**config.mk**
```make
export PLATFORM = sky130hd
export DESIGN_NAME = sum_tree_pipe
export DESIGN_NICKNAME = d
export VERILOG_FILES = /design/src/rtl/sum_tree_pipe_pkg.sv /design/src/rtl/sum_tree_pipe_level.sv /design/src/rtl/sum_tree_pipe.sv
export SDC_FILE = /design/constraint.sdc
export NUM_CORES = 1
export LEC_CHECK = 0
export CORE_MARGIN = 3
export CORE_UTILIZATION = 57
export CTS_CLUSTER_SIZE = 30
export DETAILED_ROUTE_END_ITERATION = 10
export GPL_TIMING_DRIVEN = 0
export PLACE_DENSITY_LB_ADDON = 0.1
export SYNTH_ARGS = -nofsm -noshare
export SYNTH_HDL_FRONTEND = slang
export SYNTH_SLANG_ARGS = --single-unit
export TNS_END_PERCENT = 5
```
**constraint.sdc**
```tcl
create_clock -name clk -period 4 [get_ports clk]
set_input_delay 0.8 -clock clk [delete_from_list [all_inputs] [get_ports clk]]
set_output_delay 0.8 -clock clk [all_outputs]
set_load 0.1 [all_outputs]
```
**src/rtl/sum_tree_pipe_pkg.sv**
```systemverilog
// Shared constants and elaboration helpers for the pipelined sum-tree blocks.
// Default widths live here so sibling sum blocks agree on them.
package sum_tree_pipe_pkg;

  localparam int unsigned SUM_WIDTH_DEF = 32'd32;
  localparam int unsigned SUM_CNT_W_DEF = 32'd16;
  localparam int unsigned SUM_N_IN_DEF  = 32'd8;

  // Ceiling log2, usable in constant expressions.
  function automatic int unsigned clog2_f(input int unsigned val);
    int unsigned res;
    int unsigned rem;
    res = 32'd0;
    rem = (val > 32'd0) ? (val - 32'd1) : 32'd0;
    for (int i = 0; i < 32; i++) begin
      if (rem != 32'd0) begin
        res = res + 32'd1;
        rem = rem >> 1;
      end else begin
        res = res;
      end
    end
    return res;
  endfunction

  // Number of registered adder levels needed to reduce n_in operands to one.
  function automatic int unsigned tree_levels_f(input int unsigned n_in);
    return clog2_f(n_in);
  endfunction

endpackage

```
**src/rtl/sum_tree_pipe_level.sv**
```systemverilog
// One registered level of the sum tree: N_PAIRS modular adders plus the
// valid/last/acc sideband that travels alongside the partial sums.
module sum_tree_level #(
  parameter int unsigned WIDTH   = 32,
  parameter int unsigned N_PAIRS = 4
) (
  input  logic                         clk,
  input  logic                         rst_n,
  input  logic                         en,
  input  logic                         in_valid,
  input  logic                         in_last,
  input  logic                         in_acc,
  input  logic [2*N_PAIRS*WIDTH-1:0]   in_data,
  output logic                         out_valid,
  output logic                         out_last,
  output logic                         out_acc,
  output logic [N_PAIRS*WIDTH-1:0]     out_data
);

  logic [N_PAIRS*WIDTH-1:0] sum_s;
  logic [N_PAIRS*WIDTH-1:0] data_r;
  logic                     valid_r;
  logic                     last_r;
  logic                     acc_r;

  // Carry-out is dropped: the sum is kept modulo 2^WIDTH.
  function automatic logic [WIDTH-1:0] add_trunc(input logic [WIDTH-1:0] a,
                                                 input logic [WIDTH-1:0] b);
    return a + b;
  endfunction

  // Pairwise reduction of the previous level's partial sums.
  always_comb begin
    sum_s = '0;
    for (int p = 0; p < int'(N_PAIRS); p++) begin
      sum_s[p*WIDTH +: WIDTH] = add_trunc(in_data[(2*p)*WIDTH +: WIDTH],
                                          in_data[(2*p+1)*WIDTH +: WIDTH]);
    end
  end

  // Level register; holds everything while the pipeline is stalled.
  always_ff @(posedge clk or negedge rst_n) begin
    if (!rst_n) begin
      data_r  <= '0;
      valid_r <= 1'b0;
      last_r  <= 1'b0;
      acc_r   <= 1'b0;
    end else if (en) begin
      data_r  <= sum_s;
      valid_r <= in_valid;
      last_r  <= in_last;
      acc_r   <= in_acc;
    end
  end

  assign out_data  = data_r;
  assign out_valid = valid_r;
  assign out_last  = last_r;
  assign out_acc   = acc_r;

endmodule

```
**src/rtl/sum_tree_pipe.sv**
```systemverilog
// Pipelined N_IN-operand modular sum with optional per-packet accumulation,
// on valid/ready streams; one register per tree level plus an output stage.
module sum_tree_pipe
  import sum_tree_pipe_pkg::*;
#(
  parameter int unsigned WIDTH = SUM_WIDTH_DEF,
  parameter int unsigned N_IN  = SUM_N_IN_DEF,
  parameter int unsigned CNT_W = SUM_CNT_W_DEF
) (
  input  logic                    clk,
  input  logic                    rst_n,
  input  logic                    in_valid,
  output logic                    in_ready,
  input  logic [N_IN*WIDTH-1:0]   in_data,
  input  logic                    in_last,
  input  logic                    in_acc,
  output logic                    out_valid,
  input  logic                    out_ready,
  output logic [WIDTH-1:0]        out_data,
  output logic [CNT_W-1:0]        out_count
);

  localparam int unsigned LEVELS = tree_levels_f(N_IN);
  // All stages packed back to back: stage s starts at operand 2*N_IN - 2*(N_IN>>s).
  localparam int unsigned TREE_W = (2*N_IN - 1) * WIDTH;
  localparam int unsigned ROOT_LO = (2*N_IN - 2) * WIDTH;

  logic                en_s;
  logic [TREE_W-1:0]   tree_s;
  logic [LEVELS:0]     valid_s;
  logic [LEVELS:0]     last_s;
  logic [LEVELS:0]     acc_s;
  logic [WIDTH-1:0]    root_s;
  logic [WIDTH-1:0]    acc_sum_s;
  logic [CNT_W-1:0]    cnt_inc_s;

  logic [WIDTH-1:0]    acc_r;
  logic [CNT_W-1:0]    cnt_r;
  logic [WIDTH-1:0]    out_data_r;
  logic [CNT_W-1:0]    out_count_r;
  logic                out_valid_r;

  assign en_s     = !out_valid_r || out_ready;
  assign in_ready = en_s;

  assign tree_s[N_IN*WIDTH-1:0] = in_data;
  assign valid_s[0]             = in_valid;
  assign last_s[0]              = in_last;
  assign acc_s[0]               = in_acc;

  for (genvar g = 1; g <= int'(LEVELS); g++) begin : g_level
    localparam int unsigned NP      = N_IN >> g;
    localparam int unsigned IN_LO   = (2*N_IN - 2*(N_IN >> (g-1))) * WIDTH;
    localparam int unsigned OUT_LO  = (2*N_IN - 2*(N_IN >> g)) * WIDTH;

    sum_tree_level #(
      .WIDTH   (WIDTH),
      .N_PAIRS (NP)
    ) u_level (
      .clk       (clk),
      .rst_n     (rst_n),
      .en        (en_s),
      .in_valid  (valid_s[g-1]),
      .in_last   (last_s[g-1]),
      .in_acc    (acc_s[g-1]),
      .in_data   (tree_s[IN_LO +: 2*NP*WIDTH]),
      .out_valid (valid_s[g]),
      .out_last  (last_s[g]),
      .out_acc   (acc_s[g]),
      .out_data  (tree_s[OUT_LO +: NP*WIDTH])
    );
  end

  assign root_s = tree_s[ROOT_LO +: WIDTH];

  // Packet running sum and beat count, both wrapping.
  always_comb begin
    acc_sum_s = acc_r + root_s;
    cnt_inc_s = cnt_r + CNT_W'(1);
  end

  // Output/accumulator stage.
  always_ff @(posedge clk or negedge rst_n) begin
    if (!rst_n) begin
      acc_r       <= '0;
      cnt_r       <= '0;
      out_data_r  <= '0;
      out_count_r <= '0;
      out_valid_r <= 1'b0;
    end else if (en_s) begin
      if (!valid_s[LEVELS]) begin
        out_valid_r <= 1'b0;
      end else if (!acc_s[LEVELS]) begin
        // Standalone beat: an open packet is left untouched.
        out_data_r  <= root_s;
        out_count_r <= CNT_W'(1);
        out_valid_r <= 1'b1;
      end else if (!last_s[LEVELS]) begin
        acc_r       <= acc_sum_s;
        cnt_r       <= cnt_inc_s;
        out_valid_r <= 1'b0;
      end else begin
        out_data_r  <= acc_sum_s;
        out_count_r <= cnt_inc_s;
        out_valid_r <= 1'b1;
        acc_r       <= '0;
        cnt_r       <= '0;
      end
    end
  end

  assign out_valid = out_valid_r;
  assign out_data  = out_data_r;
  assign out_count = out_count_r;

endmodule

```
## Word level (Yosys, flattened, before mapping)

Index checks and enable logic that the tools add are counted.

| word-level totals | value |
|---|---|
| output and inout bits | 50 |
| register bits | 330 |

| operators by class | value |
|---|---|
| mux-type cells | 9 |
| equal/unequal tests | 1 |
| add/subtract/negate cells | 9 |
| reduce and logical (&&, ||, !) cells | 4 |

Operators by type and width:

| cell | count |
|---|---|
| $add 32x32->32 | 8 |
| $mux 32 | 3 |
| $mux 16 | 3 |
| $add 16x1->16 const B | 1 |
| $reduce_and 3->1 | 2 |
| $mux 1 | 3 |
| $ne 2x1->1 const B | 1 |
| $logic_not 1->1 | 1 |
| $logic_or 1x1->1 | 1 |

## Logic depth before layout (Yosys ltp)

Gate-level depths: netlist of the first run.

| logic depth | value |
|---|---|
| depth in word-level cells | 3 |
| mapped depth | 11 |

## Cells and area by module

From an unflattened synthesis of the first run, not the netlist that was laid out.

| second synthesis, totals | value |
|---|---|
| cell total of the unflattened synthesis | 2918 |
| area, all modules | 26500.4 um^2 |

Modules (own cells, without submodules):

| module | times used | area an instance (um^2) | cells an instance |
|---|---|---|---|
| sum_tree_level at g_level[1].u_level | 1 | 11508.5 | 1268 |
| sum_tree_level at g_level[2].u_level | 1 | 6188.4 | 698 |
| sum_tree_pipe | 1 | 5771.8 | 627 |
| sum_tree_level at g_level[3].u_level | 1 | 3031.7 | 325 |

## Worst setup path after synthesis of the first run

OpenSTA, ideal clock, no wires.

| timing path | value |
|---|---|
| path kind | input to register |
| start | input port in_data[0] |
| end | register g_level[1].u_level.data_r[30] |
| cell stages on the path | 11 |
| arrival | 3268 ps |
| required time | 3863 ps |
| path slack | 595 ps |
| library setup time | 137 ps |
| cells stage by stage | ha_1 fa_1 a211oi_1 nor3_1 nor4_1 a21oi_1 o211ai_1 o31ai_1 o31ai_1 xor2_1 a21oi_1 |

| between the ends | value |
|---|---|
| word-level cells in the longest chain between the ends | 1 |

RTL lines:

| element | RTL line | text |
|---|---|---|
| from (decl) | sum_tree_pipe.sv:14 | `input logic [N_IN*WIDTH-1:0] in_data,` |
| $add 32x32->32 | sum_tree_pipe_level.sv:29 | `return a + b;` |
| to (signal assigned) | sum_tree_pipe_level.sv:49 | `data_r <= sum_s;` |
| to (decl) | sum_tree_pipe_level.sv:21 | `logic [N_PAIRS*WIDTH-1:0] data_r;` |

No other way between the ends.
A chain may end at the register's enable or synchronous reset.

## Final worst setup path of the first run

| timing path | value |
|---|---|
| start | input port out_ready |
| end | output port in_ready |

| between the ends | value |
|---|---|
| word-level cells in the longest chain between the ends | 1 |

RTL lines:

| element | RTL line | text |
|---|---|---|
| from (decl) | sum_tree_pipe.sv:18 | `input logic out_ready,` |
| $logic_or 1x1->1 | sum_tree_pipe.sv:43 | `assign en_s = !out_valid_r \|\| out_ready;` |
| to (decl) | sum_tree_pipe.sv:13 | `output logic in_ready,` |

No other way between the ends.

==> metrics.cfg, run 1 <==
[outcome]
status=complete, but fails checks
violations=setup timing

[timing]
setup_viol_count_final=1
skew_ns=0.0154
timing.fmax_mhz=242
tightest_slew_ns=1.13
maxSlewViolCount=0
rsz0062_at_grt=yes
period_needed_ns=4.13
fin_crit_sh_pct=103
finalHoldViolCount=0
fin_ws_ns=-0.133
relSlewSlack_pct=24.7

[grt]
grt_max_degree=123
antenna_found_initial=0
grt_pass1_vias=23800
grt_util_all_layers_pct=33.5
grt_pass1_wl_um=126000
grt_remaining_overflow=0

[critical_path]
r2r_setup_slack_ns=0.20
timing.rr.start=g_level[3].u_level.out_data[0]
crit_path_cell_trace=clkdlybuf4s50_1 > nor2b_1 > clkinv_1 > clkbuf_1 > clkbuf_2 > clkdlybuf4s15_2
cp-end-kind=output port
rr_endpoint=acc_r[30]
path_class=in2out
cp_num_buf_inv=5
critical-path-max-stage-delay_ns=0.54
cp-start-kind=input port
cp_data_required_time_ns=3.20
critPathTopFamily=buffers and inverters
crit_fanout=10
reg2reg_depth=11
slowest_stage=clkdlybuf4s15_2
cp.arrival_ns=3.33

[drt]
wl_um=79000
vias=24300
vias_per_cell=6.23
drt-wirelength-per-cell_um=20.3
drc=0
drtIter0Drc=2127
route.antenna.remaining_nets=0
first_pass_iters=6

[pwr]
powerDensity_nw_per_um2=853
ir_drop_mv=0.511
p_leak_nw=13.4

[yosys]
synth_fp_nets=3452
synth-async-reset-ratio_pct=100
synth_top_area_share_pct=33.4
synth_sequential_area_ratio_pct=33.4
synth_area_leaders=dfrtp_1 33%, ha_1 13%, a21oi_1 6.3%
yosys.area.top_type=dfrtp_1
yosysWarnings=0
synth-main-ff-cell=dfrtp_1
synth_area_um2=24800
netlist_instances=2933
ys_ff_latch=330
synth_edf_count=0
synth_cell_types=74
avgSynthCellArea_um2=8.44

[floorplan]
core_um2=42400
start_util_pct=58.4
die_area_um2=46000
die_h_um=214
ios=312
dieWidth_um=214
placementRows=75

[cells_and_area]
nNetsFinal=3805
multi_input_comb_area_um2=15900
final_core_util_pct=70.5
finalInstanceArea_um2=29900
fill_cells=3424
synthToLayoutAreaGrowth_pct=20.8
diodes=0
regArea_um2=8260
drive_gt1_share_pct=2.90

[clock_tree]
clk_pin_slew_ns=0.06
post-cts-setup-buffers=0
cts_resized=7
cts-buffers-inserted=37
htree_levels=2
cts.sinks=330
cts-root-buf=clkbuf_16
clk_latency_ns=0.57
holdBufCountCts=0
cts_tree=built
cts_max_path_buffers=3

[placement]
gp_congestion=0.968
postPlaceCellArea_um2=28700
dpl.hpwl_um=61500
port_buffers=311

[run]
maxCapViolCount=0

[min_path]
hold_path.class=in2async

-- cell usage in the layout (no fill, tap or decap), types with 53 or more instances in the layout --
cell type	netlist	routed
nand2_1	385	385
dfrtp_1	330	330
a21oi_1	311	311
clkdlybuf4s50_1	0	309
o21ai_0	277	277
ha_1	249	249
nor2_1	246	246
a21o_1	126	126
xnor2_1	121	121
xor2_1	100	100
clkbuf_1	92	95
inv_1	61	61
nand3_1	53	53
-- flip-flops by register name (all words and copies together), names as in the netlist --
register and count:
out_count 16, acc_r 32, out_data 32, out_valid 1, cnt_r 16, g_level.u_level.out_last 3, g_level.u_level.out_valid 3, g_level.u_level.out_acc 3
g_level.u_level.out_data 224
-- kinds of logic after synthesis --
kind of cell | after synthesis | synth area share [%]
flip-flops | 330 | 33.4
XOR/XNOR | 221 | 7.82
adder cells (fa/ha/maj) | 257 | 13.2
buffers and inverters | 169 | 2.59
AND/OR/NAND/NOR | 893 | 16.0
AO/OA/AOI/OAI | 1039 | 26.0
multiplexers | 24 | 0.975
-- metrics by stage --
stage / power, mW / instances / worst slack (ns) / TNS [ns] / hold WS, ns
floorplan: 17.2 / 2933 / 0.595 / 0 / 0.439
global placement: 21.3 / 3821 / -11.64 / -3865.26 / 0.451
detailed placement: 21.7 / 3824 / -0.868 / -49.04 / 0.456
CTS: 25.2 / 3890 / -0.0390 / -0.0390 / 0.0519
global route: 27.2 / 3890 / -0.188 / -0.397 / 0.0658
finish: 25.5 / 3890 / -0.133 / -0.133 / 0.0668
-- routing by layer --
| layer | up-vias | wire length, um | GRT usage, % |
|---|---|---|---|
| li1 | 11400 | - | - |
| met1 | 11700 | 32400 | 43.4 |
| met2 | 952 | 38200 | 57.7 |
| met3 | 173 | 5570 | 4.41 |
| met4 | 0 | 2770 | 11.8 |
| met5 | - | 0 | 0 |
-- where the power goes --
part / leakage (nW) / total, mW / internal, mW / switching (mW)
sequential: 3.97 / 6.05 / 4.83 / 1.22
combinational: 8.81 / 16.0 / 5.97 / 10.1
clock: 0.587 / 3.42 / 1.98 / 1.44
total: 13.4 / 25.5 / 12.8 / 12.7
-- synthesized netlist by cell type (all sizes together) (23+ instances only) --
master,number
nand3,53
mux2i,23
and3,37
inv,61
nand2,385
nand4,30
xor2,100
nor3,29
nand2b,28
dfrtp,330
ha,249
a211oi,47
o21ai,278
a31oi,36
a21oi,311
a21o,127
o31ai,39
xnor2,121
nor2,246
o21bai,41
clkbuf,92
-- cell type report --
type,count,share of cell area (%)
tap,577,2.41
clock buffer,54,3.69
timing repair buffer,314,10.7
sequential,330,27.6
clock inverter,12,0.322
buffer,107,1.41
multi-input combinational,2434,53.1
inverter,62,0.778
-- how the worst max path moves through the flow --
| stage | start | to | slack, ns | cells past startpoint |
|---|---|---|---|---|
| after CTS | out_ready | in_ready | -0.04 | 6 |
| final | out_ready | in_ready | -0.13 | 6 |
| after floorplan | in_data[0] | g_level[1].u_level.out_data[30] | 0.60 | 11 |
| after global routing | out_ready | in_ready | -0.19 | 6 |
| after detailed placement | out_ready | in_ready | -0.87 | 6 |
| after global placement | rst_n | g_level[1].u_level.out_data[99] | -11.64 | 1 |
Note: power is estimated with default switching activity, not from simulation.
==> inputs of run 2 (changes only) <==
Settings changed: CORE_ASPECT_RATIO set to 0.7, CORE_UTILIZATION 57 to 30.
==> run 2 against run 1 <==
Worst setup slack better by 0.29 ns; clock-buffer cell count up 4; hold slack improved by 0.15 ns; maximum frequency increased by 7.6%; largest power group unchanged; total power rose by 2.8%; final cell count up 13%; final area increased by 2.7%; register-to-register slack better by 0.07 ns; sequential cell count unchanged; the run now ends clean; sequential power decreased by 1%; routed wire length up 14%; first-iteration DRC count shrank 34%.
==> metrics.cfg, run 2 (synthesized netlist as in run 1, its figures left out) <==
[outcome]
status=finished clean  ; was complete, but fails checks

[placement]
dpl.hpwl_um=72000  ; was 61500 um
gp_congestion=0.910  ; was 0.968
placed_cells=4315  ; was 3824
port_buffers=311  ; unchanged

[grt]
grt_util_all_layers_pct=20.3  ; was 33.5%
grt_pass1_vias=23100  ; was 23800
grt_pass1_wl_um=137000  ; was 126000 um
grt_remaining_overflow=0  ; unchanged
grt_max_degree=110  ; was 123
antenna_found_initial=4  ; was 0

[drt]
wl_um=89700  ; was 79000 um
drt-wirelength-per-cell_um=20.4  ; was 20.3 um
drc=0  ; unchanged
drtIter0Drc=1402  ; was 2127
first_pass_iters=6  ; unchanged
vias=23400  ; was 24300
vias_per_cell=5.35  ; was 6.23
route.antenna.remaining_nets=0  ; unchanged

[timing]
maxSlewViolCount=0  ; unchanged
skew_ns=0.0194  ; was 0.0154 ns
fin_setup_tns_ns=0  ; was -0.133 ns
tightest_slew_ns=1.33  ; was 1.13 ns
rsz0062_at_grt=yes  ; unchanged
fin_crit_sh_pct=96.0  ; was 103%
setup_viol_count_final=0  ; was 1
period_needed_ns=3.84  ; was 4.13 ns
whs_ns=0.221  ; was 0.0668 ns
finalHoldViolCount=0  ; unchanged
relSlewSlack_pct=11.2  ; was 24.7%
timing.fmax_mhz=260  ; was 242 MHz

[critical_path]
rr_endpoint=out_data[26]  ; was acc_r[30]
cp.arrival_ns=3.04  ; was 3.33 ns
crit_fanout=10  ; unchanged
timing.rr.start=g_level[3].u_level.out_data[0]  ; unchanged
cp_data_required_time_ns=3.20  ; about the same
path_class=in2out  ; unchanged
cp-start-kind=input port  ; unchanged
cp-end-kind=output port  ; unchanged
r2r_setup_slack_ns=0.27  ; was 0.20 ns
reg2reg_depth=11  ; unchanged

[cells_and_area]
final_cell_mix=385 x nand2_1, 330 x dfrtp_1, 311 x a21oi_1, 309 x clkdlybuf4s50_1, 277 x o21ai_0  ; unchanged
drive_gt1_share_pct=3.11  ; was 2.90%
layout.cells.non_filler=4385  ; was 3890
diodes=0  ; unchanged
largest_reg_flops=224  ; unchanged
fill_cells=8229  ; was 3424
final_core_util_pct=37.9  ; was 70.5%
nNetsFinal=3807  ; was 3805
synthToLayoutAreaGrowth_pct=24.0  ; was 20.8%
layout_commonest_cell=nand2_1  ; unchanged

[pwr]
switching_share_pct=49.8  ; was 49.9%
clkPwrFrac_pct=14.9  ; was 13.4%
p_sw_mw=13.1  ; was 12.7 mW
seqPwrFrac_pct=22.8  ; was 23.7%
combPwrFrac_pct=62.3  ; was 62.9%
ir_drop_mv=0.496  ; was 0.511 mV
p_leak_nw=13.5  ; was 13.4 nW
intPower_mw=13.2  ; was 12.8 mW
powerDensity_nw_per_um2=855  ; was 853 nW/um2
finalPower_mw=26.2  ; was 25.5 mW

[clock_tree]
cts-root-buf=clkbuf_16  ; unchanged
clk_latency_ns=0.57  ; about the same
cts_max_path_buffers=3  ; unchanged
htree_levels=2  ; unchanged
clk_pin_slew_ns=0.06  ; about the same
cts-buffers-inserted=39  ; was 37
cts.sinks=330  ; unchanged
cts_tree=built  ; unchanged
holdBufCountCts=0  ; unchanged

[floorplan]
dieWidth_um=349  ; was 214 um
die_area_um2=86100  ; was 46000 um2
ios=312  ; unchanged
placementRows=87  ; was 75
start_util_pct=30.5  ; was 58.4%
die_h_um=246  ; was 214 um
core_um2=81100  ; was 42400 um2

[run]
maxCapViolCount=0  ; unchanged

[min_path]
hold_path.class=in2async  ; unchanged

## run 2: cell types whose count changed in the layout (fill, tap and decap cells not counted), sizes merged
| cell | previous run | this run |
|---|---|---|
| bufinv | 1 | 6 |
| clkbuf | 145 | 151 |
| clkdlybuf4s15 | 2 | 1 |
| clkinvlp | 3 | 0 |
| buf | 19 | 18 |
| clkinv | 8 | 6 |
## run 2: final cells by class
type | instances | area (um2) | share of cell area, %
tap | 1068 | 1340 | 4.35
sequential | 330 | 8260 | 26.9
timing repair buffer | 314 | 3200 | 10.4
buffer | 107 | 418 | 1.36
clock buffer | 58 | 1140 | 3.71
multi-input combinational | 2434 | 15900 | 51.7
inverter | 62 | 234 | 0.762
clock inverter | 12 | 229 | 0.746
## run 2: how the worst max path moves through the flow
stage	start	endpoint	slack, ns	cells after the start
global route	in_data[192]	g_level[1].u_level.out_data[126]	-0.0005	12
finish	out_ready	in_ready	0.16	6
global placement	rst_n	g_level[1].u_level.out_data[88]	-12.81	1
detailed placement	out_ready	g_level[1].u_level.out_data[21]	-1.51	8
floorplan	in_data[0]	g_level[1].u_level.out_data[30]	0.60	11
CTS	out_ready	g_level[1].u_level.out_data[93]	0.04	8
## run 2: routing by layer
layer	track usage, %	share of wire [%]	vias to the layer above
met2	29.7	42	618
met4	3.46	1.4	0
met1	31.5	52	11400
met5	0	0	-
met3	2.81	5.0	86
li1	-	-	11400
## run 2: repair_timing
action                     4_1_cts  5_1_grt
buffers inserted                 0        0
gates resized for setup         10        7
setup endpoints to repair      100       19
pin swaps                        0        1
cloned                           0        0
## run 2: power groups by stage
| stage | registers (mW) | clock network [mW] | logic, mW |
|---|---|---|---|
| finish | 5.98 | 3.90 | 16.4 |
| global route | 6.15 | 4.13 | 18.0 |
| CTS | 6.01 | 4.01 | 16.3 |
| detailed placement | 6.06 | 0 | 16.2 |
| global placement | 6.03 | 0 | 16.1 |
| floorplan | 6.78 | 0 | 10.4 |
## run 2: metrics by stage
stage | worst slack (ns) | area, um2
floorplan | 0.595 | 24800
global placement | -12.81 | 29200
detailed placement | -1.51 | 29300
CTS | 0.0436 | 30700
global route | -0.000526 | 30700
finish | 0.161 | 30700
## run 2: worst max-delay path: stages
cell,delay [ns]
clkdlybuf4s50_1,0.41
nor2b_1,0.23
clkinv_2,0.30
clkbuf_2,0.38
clkbuf_2,0.35
clkdlybuf4s15_2,0.54
